**config.mk**
```make
export PLATFORM = sky130hd
export DESIGN_NAME = issue_ctrl_flat
export DESIGN_NICKNAME = d
export VERILOG_FILES = /design/src/rtl/issue_ctrl_if.sv /design/src/rtl/issue_ctrl.sv /design/src/flat_wrapper.sv
export SDC_FILE = /design/constraint.sdc
export NUM_CORES = 1
export LEC_CHECK = 0
export ABC_CLOCK_PERIOD_IN_PS = 2800
export CORE_UTILIZATION = 49
export CTS_BUF_LIST = sky130_fd_sc_hd__clkbuf_8 sky130_fd_sc_hd__clkbuf_16
export DETAILED_ROUTE_END_ITERATION = 8
export GPL_TIMING_DRIVEN = 0
export HOLD_SLACK_MARGIN = 0.06
export PLACE_DENSITY = 0.81
export SLEW_MARGIN = 20
export SYNTH_ARGS = -nofsm -noshare
export SYNTH_HDL_FRONTEND = slang
export SYNTH_SLANG_ARGS = --single-unit
```
**constraint.sdc**
```tcl
create_clock -name clk -period 2.8 [get_ports clk]
set_input_delay 0.56 -clock clk [delete_from_list [all_inputs] [get_ports clk]]
set_output_delay 0.56 -clock clk [all_outputs]
set_load 0.01 [all_outputs]
```
**src/rtl/issue_ctrl_if.sv**
```systemverilog
// Issue-stage bundle: issue-buffer slots A/B, flush/stall controls, and the
// issue decision plus performance counters coming back from issue_ctrl.
interface issue_ctrl_if;
    logic        flush;
    logic        stall;
    logic [1:0]  is_valid;
    logic [4:0]  a_rs1, a_rs2, b_rs1, b_rs2;
    logic        a_rs1_en, a_rs2_en, b_rs1_en, b_rs2_en;
    logic [4:0]  a_rd, b_rd;
    logic        a_we, b_we;
    logic        a_is_load, a_is_mem, a_is_br, a_is_div;
    logic        b_is_load, b_is_mem, b_is_br, b_is_div;
    logic [1:0]  using_num;
    logic        issue_a, issue_b;
    logic        div_busy;
    logic [31:0] cnt_dual, cnt_hold;

    modport master (
        output flush, stall, is_valid,
        output a_rs1, a_rs2, b_rs1, b_rs2, a_rs1_en, a_rs2_en, b_rs1_en, b_rs2_en,
        output a_rd, b_rd, a_we, b_we,
        output a_is_load, a_is_mem, a_is_br, a_is_div,
        output b_is_load, b_is_mem, b_is_br, b_is_div,
        input  using_num, issue_a, issue_b, div_busy, cnt_dual, cnt_hold
    );

    modport slave (
        input  flush, stall, is_valid,
        input  a_rs1, a_rs2, b_rs1, b_rs2, a_rs1_en, a_rs2_en, b_rs1_en, b_rs2_en,
        input  a_rd, b_rd, a_we, b_we,
        input  a_is_load, a_is_mem, a_is_br, a_is_div,
        input  b_is_load, b_is_mem, b_is_br, b_is_div,
        output using_num, issue_a, issue_b, div_busy, cnt_dual, cnt_hold
    );
endinterface

```
**src/rtl/issue_ctrl.sv**
```systemverilog
// Dual-issue control: decides how many of the two buffered instructions leave
// this cycle, tracking load-use hazards and an unpipelined divider.
module issue_ctrl #(
    parameter int unsigned DIV_LAT = 8
) (
    input  logic       clk,
    input  logic       rstn,
    issue_ctrl_if.slave bus
);
    typedef enum logic {RUN, DIV_WAIT} state_t;

    localparam logic [3:0] DIV_INIT = 4'(DIV_LAT - 1);

    state_t      state_reg, state_next;
    logic [3:0]  div_cnt_reg, div_cnt_next;
    logic        ld_v_reg, ld_v_next;
    logic [4:0]  ld_rd_reg, ld_rd_next;
    logic [31:0] cnt_dual_reg, cnt_hold_reg;

    logic a_lu, b_lu, b_raw, b_waw, b_struct;
    logic issue_a, issue_b;

    function automatic logic src_hit(input logic en, input logic [4:0] rs, input logic [4:0] rd);
        return en && (rs != 5'd0) && (rs == rd);
    endfunction

    assign a_lu = ld_v_reg && (src_hit(bus.a_rs1_en, bus.a_rs1, ld_rd_reg) ||
                               src_hit(bus.a_rs2_en, bus.a_rs2, ld_rd_reg));
    assign b_lu = ld_v_reg && (src_hit(bus.b_rs1_en, bus.b_rs1, ld_rd_reg) ||
                               src_hit(bus.b_rs2_en, bus.b_rs2, ld_rd_reg));
    assign b_raw = bus.a_we && (src_hit(bus.b_rs1_en, bus.b_rs1, bus.a_rd) ||
                                src_hit(bus.b_rs2_en, bus.b_rs2, bus.a_rd));
    assign b_waw = bus.a_we && bus.b_we && (bus.a_rd == bus.b_rd) && (bus.a_rd != 5'd0);
    // Only one memory port, branches resolve alone, and divides serialise.
    assign b_struct = (bus.a_is_mem && bus.b_is_mem) || bus.a_is_br || bus.b_is_br ||
                      bus.a_is_div || bus.b_is_div;

    // rstn gates issue so the outputs read zero for the whole reset window.
    assign issue_a = rstn && bus.is_valid[1] && !bus.flush && !bus.stall &&
                     (state_reg == RUN) && !a_lu;
    assign issue_b = issue_a && bus.is_valid[0] && !b_lu && !b_raw && !b_waw && !b_struct;

    assign bus.issue_a   = issue_a;
    assign bus.issue_b   = issue_b;
    assign bus.using_num = issue_b ? 2'b10 : (issue_a ? 2'b01 : 2'b00);
    assign bus.div_busy  = (state_reg == DIV_WAIT);
    assign bus.cnt_dual  = cnt_dual_reg;
    assign bus.cnt_hold  = cnt_hold_reg;

    always_comb begin
        state_next   = state_reg;
        div_cnt_next = div_cnt_reg;
        ld_v_next    = ld_v_reg;
        ld_rd_next   = ld_rd_reg;
        if (bus.flush) begin
            state_next   = RUN;
            div_cnt_next = 4'd0;
            ld_v_next    = 1'b0;
        end else begin
            case (state_reg)
                RUN: begin
                    if ((issue_a && bus.a_is_div) || (issue_b && bus.b_is_div)) begin
                        state_next   = DIV_WAIT;
                        div_cnt_next = DIV_INIT;
                    end
                end
                DIV_WAIT: begin
                    // The divider keeps counting through DCache stalls.
                    if (div_cnt_reg == 4'd0) state_next = RUN;
                    else                     div_cnt_next = div_cnt_reg - 4'd1;
                end
                default: state_next = RUN;
            endcase

            if (issue_b && bus.b_is_load && bus.b_we && (bus.b_rd != 5'd0)) begin
                ld_v_next  = 1'b1;
                ld_rd_next = bus.b_rd;
            end else if (issue_a && bus.a_is_load && bus.a_we && (bus.a_rd != 5'd0)) begin
                ld_v_next  = 1'b1;
                ld_rd_next = bus.a_rd;
            end else if (!bus.stall) begin
                ld_v_next = 1'b0;
            end
        end
    end

    always_ff @(posedge clk or negedge rstn) begin
        if (!rstn) begin
            state_reg    <= RUN;
            div_cnt_reg  <= 4'd0;
            ld_v_reg     <= 1'b0;
            ld_rd_reg    <= 5'd0;
            cnt_dual_reg <= 32'd0;
            cnt_hold_reg <= 32'd0;
        end else begin
            state_reg   <= state_next;
            div_cnt_reg <= div_cnt_next;
            ld_v_reg    <= ld_v_next;
            ld_rd_reg   <= ld_rd_next;
            if (issue_b)
                cnt_dual_reg <= cnt_dual_reg + 32'd1;
            if (bus.is_valid[1] && !issue_a)
                cnt_hold_reg <= cnt_hold_reg + 32'd1;
        end
    end
endmodule

```
**src/flat_wrapper.sv**
```systemverilog
// flat-port wrapper written by rule: the top's interface ports become plain ports
module issue_ctrl_flat 
#(
    parameter int unsigned DIV_LAT = 8
)
  (clk, rstn, bus_flush, bus_stall, bus_is_valid, bus_a_rs1, bus_a_rs2, bus_b_rs1, bus_b_rs2, bus_a_rs1_en, bus_a_rs2_en, bus_b_rs1_en, bus_b_rs2_en, bus_a_rd, bus_b_rd, bus_a_we, bus_b_we, bus_a_is_load, bus_a_is_mem, bus_a_is_br, bus_a_is_div, bus_b_is_load, bus_b_is_mem, bus_b_is_br, bus_b_is_div, bus_using_num, bus_issue_a, bus_issue_b, bus_div_busy, bus_cnt_dual, bus_cnt_hold);
  issue_ctrl_if bus_i ();
  input  logic clk;
  input  logic rstn;
  input wire logic [$bits(bus_i.flush)-1:0] bus_flush;
  input wire logic [$bits(bus_i.stall)-1:0] bus_stall;
  input wire logic [$bits(bus_i.is_valid)-1:0] bus_is_valid;
  input wire logic [$bits(bus_i.a_rs1)-1:0] bus_a_rs1;
  input wire logic [$bits(bus_i.a_rs2)-1:0] bus_a_rs2;
  input wire logic [$bits(bus_i.b_rs1)-1:0] bus_b_rs1;
  input wire logic [$bits(bus_i.b_rs2)-1:0] bus_b_rs2;
  input wire logic [$bits(bus_i.a_rs1_en)-1:0] bus_a_rs1_en;
  input wire logic [$bits(bus_i.a_rs2_en)-1:0] bus_a_rs2_en;
  input wire logic [$bits(bus_i.b_rs1_en)-1:0] bus_b_rs1_en;
  input wire logic [$bits(bus_i.b_rs2_en)-1:0] bus_b_rs2_en;
  input wire logic [$bits(bus_i.a_rd)-1:0] bus_a_rd;
  input wire logic [$bits(bus_i.b_rd)-1:0] bus_b_rd;
  input wire logic [$bits(bus_i.a_we)-1:0] bus_a_we;
  input wire logic [$bits(bus_i.b_we)-1:0] bus_b_we;
  input wire logic [$bits(bus_i.a_is_load)-1:0] bus_a_is_load;
  input wire logic [$bits(bus_i.a_is_mem)-1:0] bus_a_is_mem;
  input wire logic [$bits(bus_i.a_is_br)-1:0] bus_a_is_br;
  input wire logic [$bits(bus_i.a_is_div)-1:0] bus_a_is_div;
  input wire logic [$bits(bus_i.b_is_load)-1:0] bus_b_is_load;
  input wire logic [$bits(bus_i.b_is_mem)-1:0] bus_b_is_mem;
  input wire logic [$bits(bus_i.b_is_br)-1:0] bus_b_is_br;
  input wire logic [$bits(bus_i.b_is_div)-1:0] bus_b_is_div;
  output wire logic [$bits(bus_i.using_num)-1:0] bus_using_num;
  output wire logic [$bits(bus_i.issue_a)-1:0] bus_issue_a;
  output wire logic [$bits(bus_i.issue_b)-1:0] bus_issue_b;
  output wire logic [$bits(bus_i.div_busy)-1:0] bus_div_busy;
  output wire logic [$bits(bus_i.cnt_dual)-1:0] bus_cnt_dual;
  output wire logic [$bits(bus_i.cnt_hold)-1:0] bus_cnt_hold;
  assign bus_i.flush = bus_flush;
  assign bus_i.stall = bus_stall;
  assign bus_i.is_valid = bus_is_valid;
  assign bus_i.a_rs1 = bus_a_rs1;
  assign bus_i.a_rs2 = bus_a_rs2;
  assign bus_i.b_rs1 = bus_b_rs1;
  assign bus_i.b_rs2 = bus_b_rs2;
  assign bus_i.a_rs1_en = bus_a_rs1_en;
  assign bus_i.a_rs2_en = bus_a_rs2_en;
  assign bus_i.b_rs1_en = bus_b_rs1_en;
  assign bus_i.b_rs2_en = bus_b_rs2_en;
  assign bus_i.a_rd = bus_a_rd;
  assign bus_i.b_rd = bus_b_rd;
  assign bus_i.a_we = bus_a_we;
  assign bus_i.b_we = bus_b_we;
  assign bus_i.a_is_load = bus_a_is_load;
  assign bus_i.a_is_mem = bus_a_is_mem;
  assign bus_i.a_is_br = bus_a_is_br;
  assign bus_i.a_is_div = bus_a_is_div;
  assign bus_i.b_is_load = bus_b_is_load;
  assign bus_i.b_is_mem = bus_b_is_mem;
  assign bus_i.b_is_br = bus_b_is_br;
  assign bus_i.b_is_div = bus_b_is_div;
  assign bus_using_num = bus_i.using_num;
  assign bus_issue_a = bus_i.issue_a;
  assign bus_issue_b = bus_i.issue_b;
  assign bus_div_busy = bus_i.div_busy;
  assign bus_cnt_dual = bus_i.cnt_dual;
  assign bus_cnt_hold = bus_i.cnt_hold;
  issue_ctrl #(.DIV_LAT(DIV_LAT)) u_core (.clk(clk), .rstn(rstn), .bus(bus_i));
endmodule
```
Word level (Yosys, flattened, before mapping) --
Index checks and enable logic that the tools add are counted.
Word-level totals: register bits after elaboration 75, bits of input ports 50, logic and storage cells 99
Cells by class: add/sub/neg operators 3, equal/unequal tests 10, multiplexer cells 16, bitwise logic cells 2, reductions and logical operators 62
Operators with widths (number):
- 32-bit by 1-bit adder with 32-bit output (second input constant) | 2
- 1-bit logical AND | 36
- 5-bit == test | 7
- 5-bit nonzero test | 6
- 4-bit 2-to-1 mux | 3
- 5-bit 2-to-1 mux | 2
- 1-bit logical NOT | 8
- 1-bit logical OR | 8
- 1-bit 2-to-1 mux | 8
- 4-bit one-hot mux with 2 select lines | 1
- 3-bit inequality test (second input constant) | 2
- 4-bit logical NOT | 1
- 4-bit by 2-bit inequality test with 1-bit output (second input constant) | 1
- 2-bit AND reduction | 2
- 4-bit by 1-bit subtractor with 4-bit output (second input constant) | 1
- 2-bit 2-to-1 mux | 1
- 1-bit NOT | 2
- 1-bit one-hot mux with 2 select lines | 1
- 2-bit nonzero test | 1

Longest topological paths before layout --
Gate-level depths: netlist (run 1).
depth in word-level cells 17, mapped depth 9, gate-level depth less buffers 7

Worst setup path after synthesis (run 1) --
OpenSTA, ideal clock, no wires.
path kind input-to-output, from input bus_a_rd[1], to output bus_using_num[1], arrival 2195 ps, required time 2240 ps, slack 45 ps, stages on the path 6, cells stage by stage or4_1 > o21a_1 > a31o_1 > a31oi_1 > and3_1 > buf_4
Between the ends: word-level cells in the longest chain between the ends 9
Ends and longest elaborated chain:
- start: declaration | line flat_wrapper.sv:21 | input wire logic [$bits(bus_i.a_rd)-1:0] bus_a_rd;
- 5-bit == test | line issue_ctrl.sv:24 | return en && (rs != 5'd0) && (rs == rd);
- 1-bit logical AND | line issue_ctrl.sv:24
- 1-bit logical OR | line issue_ctrl.sv:31 | assign b_raw = bus.a_we && (src_hit(bus.b_rs1_en, bus.b_rs1, bus.a_rd) ||
- 1-bit logical AND | line issue_ctrl.sv:31
- 1-bit logical NOT | line issue_ctrl.sv:41 | assign issue_b = issue_a && bus.is_valid[0] && !b_lu && !b_raw && !b_waw && !b_struct;
- 1-bit logical AND | line issue_ctrl.sv:41
- 1-bit logical AND (*) (2 in series) | line issue_ctrl.sv:41
- named net bus_issue_b | line flat_wrapper.sv:35 | output wire logic [$bits(bus_i.issue_b)-1:0] bus_issue_b;
- 2-bit 2-to-1 mux (*) | line issue_ctrl.sv:45 | assign bus.using_num = issue_b ? 2'b10 : (issue_a ? 2'b01 : 2'b00);
- end: declaration | line flat_wrapper.sv:33 | output wire logic [$bits(bus_i.using_num)-1:0] bus_using_num;
The timed path passes the listed nets; every way through them passes the cells marked *.

Worst setup path after layout (run 1) --
from input bus_b_rs1[4], to output bus_using_num[0]
Between the ends: word-level cells in the longest chain between the ends 11
Ends and longest elaborated chain:
- start: declaration | line flat_wrapper.sv:15 | input wire logic [$bits(bus_i.b_rs1)-1:0] bus_b_rs1;
- 5-bit nonzero test | line issue_ctrl.sv:24
- 1-bit logical AND (2 in series) | line issue_ctrl.sv:24
- 1-bit logical OR | line issue_ctrl.sv:29 | assign b_lu = ld_v_reg && (src_hit(bus.b_rs1_en, bus.b_rs1, ld_rd_reg) ||
- 1-bit logical AND | line issue_ctrl.sv:29
- 1-bit logical NOT | line issue_ctrl.sv:41
- 1-bit logical AND | line issue_ctrl.sv:41
- 1-bit logical AND (*) (3 in series) | line issue_ctrl.sv:41
- 2-bit 2-to-1 mux (*) | line issue_ctrl.sv:45
Every way passes the cells marked *; elsewhere a longest branch is shown, timed or not.

==> impl_metrics.yaml, run 1 <==
sta:
  maxClockFrequency_ghz: 0.363
  setup_viol: 0
  fin_worst_skew_ns: 0.0179
  rsz0062_at_grt: "no"
  final_max_slew_viol_count: 0
  slew_headroom: 0.608
  worst_pin_slew_ns: 0.588
  holdWs_ns: 0.0673
  hold_violations: 0
  period_needed_ns: 2.75
  min_period_over_period: 0.984
worst_setup_path:
  cp.arrival_ns: 2.19
  crit_type: "input pin to primary output"
  cp_max_fo: 5
  r2r_cells: 6
  worstPathRequired_ns: 2.24
  worstSetupStartpointType: "input pin"
  critical_path.endpoint_type: "primary output"
  crit_slowest_cell: "clkdlybuf4s50_1"
  worst_path_largest_cell_delay_ns: 0.56
  cp_cell_sequence: "clkdlybuf4s50_1, xnor2_1, nand4_1, o22ai_2, a31oi_4, buf_6, a21boi_1, buf_2"
routing:
  drtAntennaViolNets: 0
  dr.pass1.iters: 4
  num_vias: 3699
  drc: 0
  totalWireLength_mm: 10.8
  vias_per_cell: 5.55
  routedWlPerCell_um: 16.1
  drtIter0Drc: 109
pwr:
  clockPowerShare: 0.349
  peakVddDrop_mv: 0.492
  power_w: 0.00279
  intPower_w: 0.00201
  p_switching_w: 0.000781
  power.share.switching: 0.280
  powerDensity_nw_per_um2: 462
  seq_power_share: 0.447
  leakage_nw: 2.60
  comb_power_share: 0.204
cts:
  htreeDepth: 3
  cts_inserted_buffers: 9
  cts_tree: "yes"
  clkSlewWorstSetupHoldPaths_ns: 0.09
  cts.sinks: 75
  clk_latency_ns: 0.36
  cts_hold_buf: 0
  cts_root_buf: "clkbuf_8"
  cts_buffer_depth: 2
synthesis:
  synth_xor_area_frac: 0.194
  synth_top_family_by_area: "simple AND/OR/NAND/NOR gates"
  ys_async_sr_fraction: 1.00
  synth_warnings: 0
  synth_mux_area_frac: 0.0314
  syn_area_sq_um: 4300
  synth_compound_area_frac: 0.0544
  ys_ff_latch: 75
  postSynthCellCount: 419
  yosys.area_share.adder: 0.00873
  ys_seq_area_frac: 0.437
  yosys.cell_types.count: 46
  syn_nets: 472
  yosys.area_share.simple: 0.243
  synthFlopType: "dfrtp_1"
  synth.avg_cell_area_sq_um: 10.3
  synth_edf_count: 0
floorplanning:
  die_w_um: 95.7
  die_h_um: 95.7
  fp-row-count: 33
  dieArea_sq_um: 9150
  start_util: 0.515
  core_sq_um: 8340
  ios: 119
global_route:
  track_usage: 0.256
  grt_pass1_vias: 3673
  grt.overflow.total: 0
  grt_pass1_wl_mm: 17.9
  antenna_found_initial: 0
  grt_max_degree: 59
placed_design:
  place_congestion: 0.882
  hpwl_mm: 7.97
  dpl_cell_area_sq_um: 5630
  io_buffers: 117
final_layout:
  antennaDiodeCount: 0
  drive_above_1_share: 0.174
  layout_common_cells: "98 x clkdlybuf4s50_1, 75 x dfrtp_1, 51 x xnor2_1"
  multi_input_area_sq_um: 2390
  area_growth_pct: 40.3
  seq_area_sq_um: 1880
  final_area_sq_um: 6030
  layout.nets: 610
  nFillCells: 631
  layout_commonest_cell: "clkdlybuf4s50_1"
run:
  maxCapViolCount: 0
run_status:
  status: "finished clean"
worst_hold_path:
  hold_class: "input pin to async pin"
[repair_timing]
| item | 4_1_cts | 5_1_grt |
|---|---|---|
| gates resized for setup | 67 | 10 |
| buffers inserted | 6 | 4 |
| pin swaps | 10 | 9 |
| setup endpoints to repair | 10 | 10 |
[metal layers]
| metal | GRT usage | vias up | routed length, um |
|---|---|---|---|
| met5 | 0 | - | 0 |
| met4 | 0.0871 | 0 | 188 |
| met3 | 0.0359 | 18 | 403 |
| met2 | 0.438 | 94 | 5440 |
| met1 | 0.332 | 1819 | 4730 |
| li1 | - | 1768 | - |
[cells in the mapped netlist, drive strengths merged, types with 3 or more instances]
library cell  count  share of area
nand2            30          0.026
and4              6          0.012
xnor2            51           0.10
nand3            29          0.034
mux2             12          0.031
ha                3         0.0087
and2              5         0.0073
xor2             44          0.090
inv              12          0.010
clkbuf            3         0.0026
nor3             38          0.070
and3             16          0.023
nand4            25          0.036
nor4              4         0.0073
a21oi             6         0.0079
dfrtp            75           0.44
or4               3         0.0052
buf              12          0.019
nor2             16          0.015
[critical path: cells and delay by family]
family,cells,cell delay [ns]
compound gates,3,0.48
buf+inv,3,0.86
xor+xnor,1,0.15
simple gates,1,0.14
[logic make-up after synthesis]
kind of cell | Yosys count
fa+ha+maj | 3
flops | 75
compound gates | 31
simple gates | 176
mux | 12
xor+xnor | 95
buf+inv | 27
[power groups by stage]
stage | sequential (W) | clock, W | combinational, W
floorplan | 0.00127 | 0 | 0.000251
global placement | 0.00126 | 0 | 0.000529
detailed placement | 0.00126 | 0 | 0.000551
CTS | 0.00125 | 0.000985 | 0.000562
global route | 0.00126 | 0.00103 | 0.000624
finish | 0.00125 | 0.000973 | 0.000569
[path summary, 6_finish.rpt]
path / start / end / slack [ns]
worst min-delay path: rstn / u_core.bus.cnt_dual[2]$_DFFE_PN0N_ / 0.07
worst min register to register: u_core.bus.cnt_dual[25]$_DFFE_PN0N_ / u_core.bus.cnt_dual[25]$_DFFE_PN0N_ / 0.49
min in group clk: u_core.bus.cnt_dual[25]$_DFFE_PN0N_ / u_core.bus.cnt_dual[25]$_DFFE_PN0N_ / 0.49
worst max-delay path: bus_b_rs1[4] / bus_using_num[0] / 0.05
max in group asynchronous: rstn / u_core.bus.cnt_hold[0]$_DFFE_PN0P_ / 2.16
worst max register to register: u_core.ld_rd_reg[4]$_DFFE_PN0P_ / u_core.bus.cnt_hold[26]$_DFFE_PN0P_ / 0.36
[cell type report]
cell class	count	share of cell area
multi-input combinational	317	0.397
clock inverter	6	0.0156
buffer	14	0.0145
timing repair buffer	128	0.210
tap	105	0.0218
sequential	75	0.311
clock buffer	10	0.0228
inverter	12	0.00747
[stage by stage]
step	std cells	setup TNS (ns)	setup slack, ns	util
floorplan	419	0	0.0450	-
global placement	641	-293.25	-3.28	0.672
detailed placement	642	-15.48	-1.33	0.675
CTS	664	-0.0155	-0.0155	0.715
global route	667	0	0.00226	0.723
finish	667	0	0.0455	0.723
Note: power is estimated with default switching activity, not from simulation.
==> run 2, diff against run 1 <==
--- a/config.mk
+++ b/config.mk
@@ -12,6 +12,7 @@
 export GPL_TIMING_DRIVEN = 0
 export HOLD_SLACK_MARGIN = 0.06
 export PLACE_DENSITY = 0.81
+export SKIP_CTS_REPAIR_TIMING = 1
 export SLEW_MARGIN = 20
 export SYNTH_ARGS = -nofsm -noshare
 export SYNTH_HDL_FRONTEND = slang
==> impl_metrics.yaml, run 2 (same netlist as run 1, synthesis figures left out) <==
cts:
  cts_tree: "yes"
  htreeDepth: 3
  cts.sinks: 75
  clk_latency_ns: 0.36
  cts_buffer_depth: 2
  cts_inserted_buffers: 9
  cts_root_buf: "clkbuf_8"
  clkSlewWorstSetupHoldPaths_ns: 0.09
run:
  maxCapViolCount: 0
floorplanning:
  core_sq_um: 8340
  ios: 119
  start_util: 0.515
  dieArea_sq_um: 9150
  fp-row-count: 33
  die_h_um: 95.7
  die_w_um: 95.7
placed_design:
  dpl_cell_area_sq_um: 5630
  dp_slack_ns: -1.33
  place_congestion: 0.882
  hpwl_mm: 7.97
  io_buffers: 117
sta:
  fin_worst_skew_ns: 0.0171
  maxClockFrequency_ghz: 0.350
  setup_viol: 3
  worst_pin_slew_ns: 0.595
  fin_ws_ns: -0.0609
  slew_headroom: 0.603
  rsz0062_at_grt: "yes"
  period_needed_ns: 2.86
  final_max_slew_viol_count: 0
  holdWs_ns: 0.0835
  hold_violations: 0
  min_period_over_period: 1.02
global_route:
  grt_max_degree: 59
  grt_pass1_wl_mm: 17.5
  grt_pass1_vias: 3666
  antenna_found_initial: 0
  track_usage: 0.250
  grt.overflow.total: 0
pwr:
  intPower_w: 0.00203
  powerDensity_nw_per_um2: 456
  clockPowerShare: 0.345
  comb_power_share: 0.211
  p_switching_w: 0.000794
  peakVddDrop_mv: 0.475
  seq_power_share: 0.444
  power_w: 0.00282
  power.share.switching: 0.281
  leakage_nw: 2.82
routing:
  routedWlPerCell_um: 16.5
  drtAntennaViolNets: 0
  num_vias: 3761
  totalWireLength_mm: 11.1
  dr.pass1.iters: 4
  drtIter0Drc: 145
  vias_per_cell: 5.57
  drc: 0
final_layout:
  final_util: 0.741
  layout_common_cells: "87 x clkdlybuf4s50_1, 73 x dfrtp_1, 51 x xnor2_1"
  drive_above_1_share: 0.193
  layout.nets: 618
  area_growth_pct: 43.8
  nFillCells: 604
  layout_commonest_cell: "clkdlybuf4s50_1"
  final_area_sq_um: 6180
  antennaDiodeCount: 0
worst_setup_path:
  worstPathRequired_ns: 2.24
  r2r_cells: 9
  cp.arrival_ns: 2.30
  r2r-end: "u_core.ld_rd_reg[1]$_DFFE_PN0P_"
  worstSetupStartpointType: "input pin"
  reg2reg_slack_ns: 0.36
  cp_max_fo: 5
  r2r_start: "u_core.ld_rd_reg[4]$_DFFE_PN0P_"
  critical_path.endpoint_type: "primary output"
  crit_type: "input pin to primary output"
run_status:
  status: "complete, but fails checks"
  violations: "setup timing"
worst_hold_path:
  hold_class: "input pin to async pin"
[run 2: changes by cell type in the layout (fill, tap and decap cells not counted), sizes merged]
cell / change
clkdlybuf4s50: -11
clkbuf: +2
dlymetal6s2s: +20
dlygate4sd2: -8
buf: +5
[run 2: worst max path at each step]
| stage | depth (start not counted) | from | to | slack [ns] |
|---|---|---|---|---|
| detailed placement | 8 | bus_a_rd[1] | bus_using_num[1] | -1.33 |
| global route | 8 | bus_a_rd[2] | bus_using_num[1] | -0.11 |
| finish | 8 | bus_a_rd[2] | bus_using_num[1] | -0.06 |
| floorplan | 6 | bus_a_rd[1] | bus_using_num[1] | 0.05 |
| global placement | 7 | rstn | bus_using_num[1] | -3.28 |
| CTS | 8 | bus_a_rd[1] | bus_using_num[1] | -1.29 |
[run 2: power groups by stage]
stage | sequential (W) | combinational [W] | clock [W]
after floorplan | 0.00127 | 0.000251 | 0
after global placement | 0.00126 | 0.000529 | 0
after detailed placement | 0.00126 | 0.000551 | 0
after CTS | 0.00125 | 0.000553 | 0.000985
after global routing | 0.00126 | 0.000651 | 0.00103
final | 0.00125 | 0.000595 | 0.000974
[run 2: area by class of cell]
type / count / area, sq um / area share
clock inverter: 6 / 93.8 / 0.0152
multi-input combinational: 317 / 2410 / 0.390
sequential: 75 / 1880 / 0.304
timing repair buffer: 136 / 1390 / 0.225
clock buffer: 10 / 138 / 0.0223
tap: 105 / 131 / 0.0212
inverter: 12 / 45.0 / 0.00728
buffer: 14 / 93.8 / 0.0152
[run 2: routing by layer]
layer  global-route usage  up-vias  wire length, um
met5                    0        -                0
met4                0.102        0              221
met3               0.0407       19              547
met2                0.417      123             5550
met1                0.323     1838             4790
li1                     -     1781                -
[run 2: worst max-delay path: stages]
cell and delay, ns:
buf_8 0.11, or4_1 0.51, o21a_1 0.20, a31o_4 0.25
a31oi_4 0.23, and3_4 0.26, buf_6 0.10, buf_6 0.08
[run 2: metrics by stage]
step / cells / TNS (ns)
floorplan: 419 / 0
global placement: 641 / -293.25
detailed placement: 642 / -15.48
CTS: 658 / -4.60
global route: 675 / -0.226
finish: 675 / -0.0958
